[config.mk]
export PLATFORM = sky130hd
export DESIGN_NAME = wm8731_cfg_ctrl
export DESIGN_NICKNAME = d
export VERILOG_FILES = /design/src/rtl/audio_pkg.sv /design/src/rtl/i2c_bit_engine.sv /design/src/rtl/wm8731_cfg_ctrl.sv
export SDC_FILE = /design/constraint.sdc
export NUM_CORES = 1
export LEC_CHECK = 0
export ABC_AREA = 0
export CORE_ASPECT_RATIO = 0.5
export CORE_MARGIN = 3
export CORE_UTILIZATION = 60
export CTS_CLUSTER_DIAMETER = 120
export DETAILED_ROUTE_END_ITERATION = 7
export GPL_TIMING_DRIVEN = 0
export HOLD_SLACK_MARGIN = 0.06
export PLACE_DENSITY = 0.79
export SLEW_MARGIN = 20
export SYNTH_ARGS = -nofsm -noshare
export SYNTH_HDL_FRONTEND = slang
export SYNTH_SLANG_ARGS = --single-unit
[constraint.sdc]
create_clock -name MCLK -period 2.2 [get_ports MCLK]
set_input_delay 0.66 -clock MCLK [delete_from_list [all_inputs] [get_ports MCLK]]
set_output_delay 0.66 -clock MCLK [all_outputs]
set_load 0.01 [all_outputs]
[src/rtl/audio_pkg.sv]
// audio_pkg: WM8731 register map, boot write table and sequencer state encoding
package audio_pkg;
  localparam logic [6:0] R_LLIN   = 7'h00;
  localparam logic [6:0] R_RLIN   = 7'h01;
  localparam logic [6:0] R_LHP    = 7'h02;
  localparam logic [6:0] R_RHP    = 7'h03;
  localparam logic [6:0] R_APATH  = 7'h04;
  localparam logic [6:0] R_DPATH  = 7'h05;
  localparam logic [6:0] R_PWR    = 7'h06;
  localparam logic [6:0] R_IFACE  = 7'h07;
  localparam logic [6:0] R_SRATE  = 7'h08;
  localparam logic [6:0] R_ACTIVE = 7'h09;
  localparam logic [6:0] R_RESET  = 7'h0F;
  localparam logic [6:0] DEV_ADDR_DEF = 7'h1A;
  // soft reset first, then R0..R9 in order; each entry is {reg[6:0], data[8:0]}
  localparam int NUM_REGS = 11;
  localparam logic [15:0] CFG_TABLE [NUM_REGS] = '{
    {R_RESET,  9'h000},
    {R_LLIN,   9'h017},
    {R_RLIN,   9'h017},
    {R_LHP,    9'h079},
    {R_RHP,    9'h079},
    {R_APATH,  9'h012},
    {R_DPATH,  9'h000},
    {R_PWR,    9'h000},
    {R_IFACE,  9'h04A},
    {R_SRATE,  9'h000},
    {R_ACTIVE, 9'h001}
  };
  typedef enum logic [2:0] {IDLE, START, BYTE, ACK, STOP, GAP, DONE, ERR} st_t;
  function automatic logic is_op(st_t s);
    return s inside {START, BYTE, ACK, STOP, GAP};
  endfunction
endpackage

[src/rtl/i2c_bit_engine.sv]
// i2c_bit_engine: quarter-tick divider and SCLK/SDAT phase generation for START, BYTE, ACK, STOP and GAP ops
module i2c_bit_engine
  import audio_pkg::*;
#(
  parameter int DIV = 125,
  parameter int GAP_TICKS = 8
) (
  input  logic       MCLK,
  input  logic       reset,
  input  logic       go,
  input  st_t        cmd,
  input  logic [7:0] byte_in,
  input  logic       sdat_i,
  output logic       step,
  output logic       ack,
  output logic       I2C_SCLK,
  output logic       sdat_oe
);
  localparam int CW = $clog2(DIV);
  logic [CW-1:0] cnt;
  logic [4:0] qc, len;
  logic [7:0] sh;
  logic [1:0] sync;
  logic act, tick, hi;
  st_t op;
  // each bit is low/high/high/low quarters; data only moves at quarter 0 while SCLK is low
  always_comb begin
    tick = cnt == CW'(DIV - 1);
    len = op == BYTE ? 5'd31 : op == GAP ? 5'(GAP_TICKS - 1) : 5'd3;
    step = tick && (!act || qc == len);
    hi = qc[0] ^ qc[1];
    I2C_SCLK = !act ? 1'b1 : op == START ? qc[1:0] != 2'd3 : op == STOP ? qc[1:0] != 2'd0 :
               (op == BYTE || op == ACK) ? hi : 1'b1;
    sdat_oe = !act ? 1'b0 : op == START ? qc[1:0] != 2'd0 : op == STOP ? !qc[1] :
              op == BYTE ? !sh[~qc[4:2]] : 1'b0;
  end
  // free-running quarter-tick divider
  always_ff @(posedge MCLK or posedge reset)
    if (reset) cnt <= '0;
    else cnt <= tick ? '0 : cnt + 1'b1;
  // load the next op on a step boundary, otherwise advance the quarter count
  always_ff @(posedge MCLK or posedge reset)
    if (reset) begin
      act <= 1'b0;
      op <= IDLE;
      qc <= '0;
      sh <= '0;
    end else if (step) begin
      act <= go;
      op <= cmd;
      qc <= '0;
      sh <= byte_in;
    end else if (tick) qc <= qc + 5'd1;
  // pad synchroniser; ACK is sampled at the end of the second high quarter
  always_ff @(posedge MCLK or posedge reset)
    if (reset) begin
      sync <= 2'b11;
      ack <= 1'b1;
    end else begin
      sync <= {sync[0], sdat_i};
      if (tick && act && op == ACK && qc == 5'd2) ack <= sync[1];
    end
endmodule

[src/rtl/wm8731_cfg_ctrl.sv]
// wm8731_cfg_ctrl: boot-time WM8731 register table writer over I2C; CFG_RETRY_EN re-sends NACKed entries
module wm8731_cfg_ctrl
  import audio_pkg::*;
#(
  parameter int CLK_HZ = 50_000_000,
  parameter int I2C_HZ = 100_000,
  parameter logic [6:0] DEV_ADDR = DEV_ADDR_DEF,
  parameter int GAP_TICKS = 8,
  parameter int MAX_RETRY = 3
) (
  input  logic       MCLK,
  input  logic       reset,
  input  logic       start,
  output logic       I2C_SCLK,
  output logic       sdat_oe,
  input  logic       sdat_i,
  output logic       busy,
  output logic       done,
  output logic       error,
  output logic [3:0] cur_idx
);
`ifdef CFG_RETRY_EN
  localparam int RETRIES = MAX_RETRY;
`else
  localparam int RETRIES = 0;
`endif
  st_t st, st_nxt;
  logic [3:0] idx, rty;
  logic [1:0] bcnt, bsel;
  logic [15:0] ent;
  logic [7:0] tx;
  logic nack, req, step, ack, go, retry_ok, last_ent;
  // state names the op the bit engine is running; the next op is handed over on each step
  always_comb begin
    ent = CFG_TABLE[idx];
    bsel = st == ACK ? bcnt + 2'd1 : 2'd0;
    tx = bsel == 2'd0 ? {DEV_ADDR, 1'b0} : bsel == 2'd1 ? ent[15:8] : ent[7:0];
    retry_ok = rty != 4'(RETRIES);
    last_ent = idx == 4'(NUM_REGS - 1);
    st_nxt = st;
    if (step)
      case (st)
        IDLE:    st_nxt = req ? START : IDLE;
        START:   st_nxt = BYTE;
        BYTE:    st_nxt = ACK;
        ACK:     st_nxt = (ack || bcnt == 2'd2) ? STOP : BYTE;
        STOP:    st_nxt = (nack && !retry_ok) ? ERR : GAP;
        GAP:     st_nxt = (!nack && last_ent) ? DONE : START;
        default: st_nxt = IDLE;
      endcase
    go = is_op(st_nxt);
  end
  // table walk, retry count and sticky status; an idle start pulse restarts from entry 0
  always_ff @(posedge MCLK or posedge reset)
    if (reset) begin
      st <= IDLE;
      idx <= '0;
      rty <= '0;
      bcnt <= '0;
      nack <= 1'b0;
      req <= 1'b0;
      busy <= 1'b0;
      done <= 1'b0;
      error <= 1'b0;
    end else begin
      st <= st_nxt;
      if (step && st == IDLE) req <= 1'b0;
      if (step && st == START) bcnt <= 2'd0;
      if (step && st == ACK) begin
        bcnt <= bcnt + 2'd1;
        nack <= ack;
      end
      if (step && st == STOP && nack && retry_ok) rty <= rty + 4'd1;
      if (step && st == GAP && !nack) begin
        rty <= '0;
        idx <= last_ent ? idx : idx + 4'd1;
      end
      if (st == GAP && st_nxt == DONE) begin
        done <= 1'b1;
        busy <= 1'b0;
      end
      if (st == STOP && st_nxt == ERR) begin
        error <= 1'b1;
        busy <= 1'b0;
      end
      if (start && !busy) begin
        busy <= 1'b1;
        req <= 1'b1;
        done <= 1'b0;
        error <= 1'b0;
        idx <= '0;
        rty <= '0;
      end
    end
  assign cur_idx = idx;
  i2c_bit_engine #(.DIV(CLK_HZ / (4 * I2C_HZ)), .GAP_TICKS(GAP_TICKS)) u_eng (
    .MCLK(MCLK),
    .reset(reset),
    .go(go),
    .cmd(st_nxt),
    .byte_in(tx),
    .sdat_i(sdat_i),
    .step(step),
    .ack(ack),
    .I2C_SCLK(I2C_SCLK),
    .sdat_oe(sdat_oe)
  );
endmodule
==> reports/metrics.cfg <==
[die]
floorplan.die.height_um = 53.3
core_area_sq_um = 4100
pin_count = 13
initial_utilization = 0.655
fp.dieArea_sq_um = 5360
die_w_um = 101
core.rowCount = 16

[worst_hold_path]
worst_hold_path_type = reg -> reg

[cells_and_area]
num-nets-final = 330
instances_no_fill = 368
area.growth.synth_to_final_pct = 15.6
antennaDiodeCount = 0
layout_cell_share_with_drive_strength_beyond_1 = 0.185

[power_and_ir_drop]
p_leak_nw = 1.35
power_density_over_the_cells_nw_per_um2 = 533
worst_ir_drop_vdd_mv = 0.421

[route]
drt_iter0_drc = 109
detail_route.vias_per_cell = 6.34
avgRoutedWirePerCell_um = 17.2
detail_route.drc_violations = 0
antenna_left = 0
num_vias = 2332
dr.pass1.iters = 5
drt_wl_total_um = 6350

[placement]
pre_cts_ws_ns = -0.492
place_congestion = 0.911
number_of_input_and_output_port_buffers_inserted = 12
hpwlAfterDp_um = 4460
placed_cells = 355

[critical_path]
worstSetupStartpointType = flop
r2r_end = u_eng.sh[4]$_DFFE_PP0N_
worst_path_fanout_max = 2
arrival_ns = 1.80
cp-end-kind = output pin
worst_r2r_setup_slack_ns = 0.10
crit_path_start = u_eng.qc[2]$_DFFE_PP0P_
critPathRequiredTime_ns = 1.54
startpoint_of_the_most_critical_register_to_register_path = cur_idx[1]$_DFFE_PP0P_
timing.critical_path.to = sdat_oe
r2r_cells = 6
timing.setup.critical_path_class = reg -> out

[synthesis]
synth.ff_latch_count = 44
synth-edff-count = 0
synthTopCellsByArea = sky130_fd_sc_hd__dfrtp_1 38%, sky130_fd_sc_hd__ha_1 6.1%, sky130_fd_sc_hd__o21ai_0 4.3%
post_synthesis_mux_area_share = 0.0480
adder_cell_area_share_of_the_yosys_netlist = 0.0605
synth_top_family_by_area = simple AND/OR/NAND/NOR gates
synth_compound_area_frac = 0.194
yosys-top-cells-count = 41 x sky130_fd_sc_hd__dfrtp_1, 23 x sky130_fd_sc_hd__o21ai_0, 21 x sky130_fd_sc_hd__nand2_1, 21 x sky130_fd_sc_hd__nor2_1, 17 x sky130_fd_sc_hd__a21oi_1
synthesis.nets = 305
syn-instance-count = 288
synth_most_common_cell = sky130_fd_sc_hd__dfrtp_1
post_synth.cell_area_avg_sq_um = 9.33
sequential_share_of_the_synthesized_area = 0.411
synth_simple_gate_area_frac = 0.215
post_synthesis_share_of_cell_area_spent_on_xor_and_xnor_gates = 0.0163
asyncSetResetFlopFracSynth = 1.00
dominantRegCellSynth = sky130_fd_sc_hd__dfrtp_1
yosys.area.top_type = sky130_fd_sc_hd__dfrtp_1
synth_top_cell_area_share = 0.382
synth_warnings = 0
synthDistinctLibCells = 62
netlist_area_sq_um = 2690

[clocking]
number_of_cts_inserted_buffers = 5
cts_root_buf = sky130_fd_sc_hd__clkbuf_8
post_cts_hold_buffer_count = 0
clock_latency_ns = 0.31
htree_levels = 2
cts.sink_count = 44
clk_transition_reported_paths_ns = 0.08
cts_tree = yes
clock_tree.buffer_depth = 2

[sta]
rsz0062_at_grt = yes
finalCriticalPeriod_ns = 2.46
fin_skew_ns = 0.0116
timing.final.hold_violations = 0
timing_worst_slew_pin_value_ns = 0.487
timing.slew.headroom = 0.675
worst_slack_ns = -0.258
timing.fmax_mhz = 407
layout_worst_path_cycle_share = 1.12
setup_viol_count_final = 1
timing_max_transition_violations_final = 0

[global_route]
first_global_vias = 2194
global_route.usage.total = 0.260
initial_antenna_violation_count = 0
first_pass_grt_wire_length_um = 10700
grt.overflow.total = 0
maximum_number_of_pins_on_one_net_before_global_route_repair = 35

[outcome]
result_of_the_run = finished, violations left
failed_checks = negative setup slack

[job]
max_cap_violations = 0

[what timing repair did]
| item | CTS | global route |
|---|---|---|
| gates cloned | 0 | 0 |
| pin swaps | 2 | 4 |
| buffers inserted | 4 | 3 |
| endpoints found under the setup margin | 2 | 10 |
| resized for setup | 13 | 17 |
[sequential cells by signal (all words and copies together) (netlist names), 2 cells and up]
name,count
st,3
u_eng.sh,7
bcnt,2
cur_idx,4
rty,4
u_eng.sync,2
u_eng.op,3
u_eng.qc,5
u_eng.cnt,7
[cells in the final DEF (no fill, tap or decap), types with 10 or more instances in the layout]
cell,synthesis,routed
sky130_fd_sc_hd__nand2_1,21,19
sky130_fd_sc_hd__a21oi_1,17,17
sky130_fd_sc_hd__inv_1,16,13
sky130_fd_sc_hd__ha_1,13,11
sky130_fd_sc_hd__dfrtp_1,41,37
sky130_fd_sc_hd__clkdlybuf4s50_1,0,10
sky130_fd_sc_hd__nor2_1,21,19
sky130_fd_sc_hd__o21ai_0,23,20
sky130_fd_sc_hd__nand3_1,13,12
[metrics by stage]
stage          setup TNS [ns]  utilization  total power [mW]  hold WS, ns  instance area [sq um]
4_1_cts                -0.263        0.740              1.65        0.365                   3040
2_1_floorplan               0            -             0.948        0.345                   2690
6_report               -0.258        0.756              1.66        0.364                   3100
3_3_place_gp           -14.28        0.700             0.989        0.345                   2870
3_5_place_dp           -0.607        0.705              1.00        0.352                   2890
5_1_grt                -0.473        0.756              1.70        0.369                   3100
[critical path, cell delays in order, from the launching register on]
cell and delay [ns]:
sky130_fd_sc_hd__dfrtp_1 0.38, sky130_fd_sc_hd__buf_6 0.11, sky130_fd_sc_hd__mux4_2 0.51, sky130_fd_sc_hd__nand2_2 0.08
sky130_fd_sc_hd__o2111ai_1 0.10, sky130_fd_sc_hd__o21ai_1 0.08, sky130_fd_sc_hd__and2_1 0.13, sky130_fd_sc_hd__buf_2 0.12
[cell type report]
cell class / count / area [sq um]
plain buffers: 14 / 90.1
clock buffers: 6 / 82.6
clock inverters: 2 / 38.8
fillers: 282 / 1000
inverters: 16 / 60.1
multi-input cells: 212 / 1470
flip-flops and latches: 44 / 1110
well taps: 54 / 67.6
repair buffers: 20 / 183
[metal layers]
layer  global-route usage  up-vias  routed length, um
met1                0.353     1139               2990
met5                    0        -                  0
met4               0.0805        0                 91
li1                     -     1092                  -
met2                0.411       89               2810
met3               0.0645       12                449
[worst min path at each step]
stage	from	endpoint	cells past startpoint
floorplan	u_eng.sync[0]$_DFF_PP1_	u_eng.sync[1]$_DFF_PP1_	0
global placement	u_eng.sync[0]$_DFF_PP1_	u_eng.sync[1]$_DFF_PP1_	0
detailed placement	u_eng.sync[0]$_DFF_PP1_	u_eng.sync[1]$_DFF_PP1_	0
CTS	u_eng.sync[0]$_DFF_PP1_	u_eng.sync[1]$_DFF_PP1_	0
global route	u_eng.sync[0]$_DFF_PP1_	u_eng.sync[1]$_DFF_PP1_	0
finish	u_eng.sync[0]$_DFF_PP1_	u_eng.sync[1]$_DFF_PP1_	0
[power by group]
group / internal, mW / switching, mW / total, mW
Sequential: 0.826 / 0.0204 / 0.847
Combinational: 0.0631 / 0.0786 / 0.142
Clock: 0.372 / 0.296 / 0.667
Total: 1.26 / 0.395 / 1.66
[kinds of logic after synthesis]
kind of cell	after synthesis
AOI/OAI and AO/OA	79
xor gates and xnor gates	5
adders and majority gates	13
buffers and inverters	32
DFF	44
muxes	11
and+or+nand+nor	104
Power figures use the tool's default switching activity.
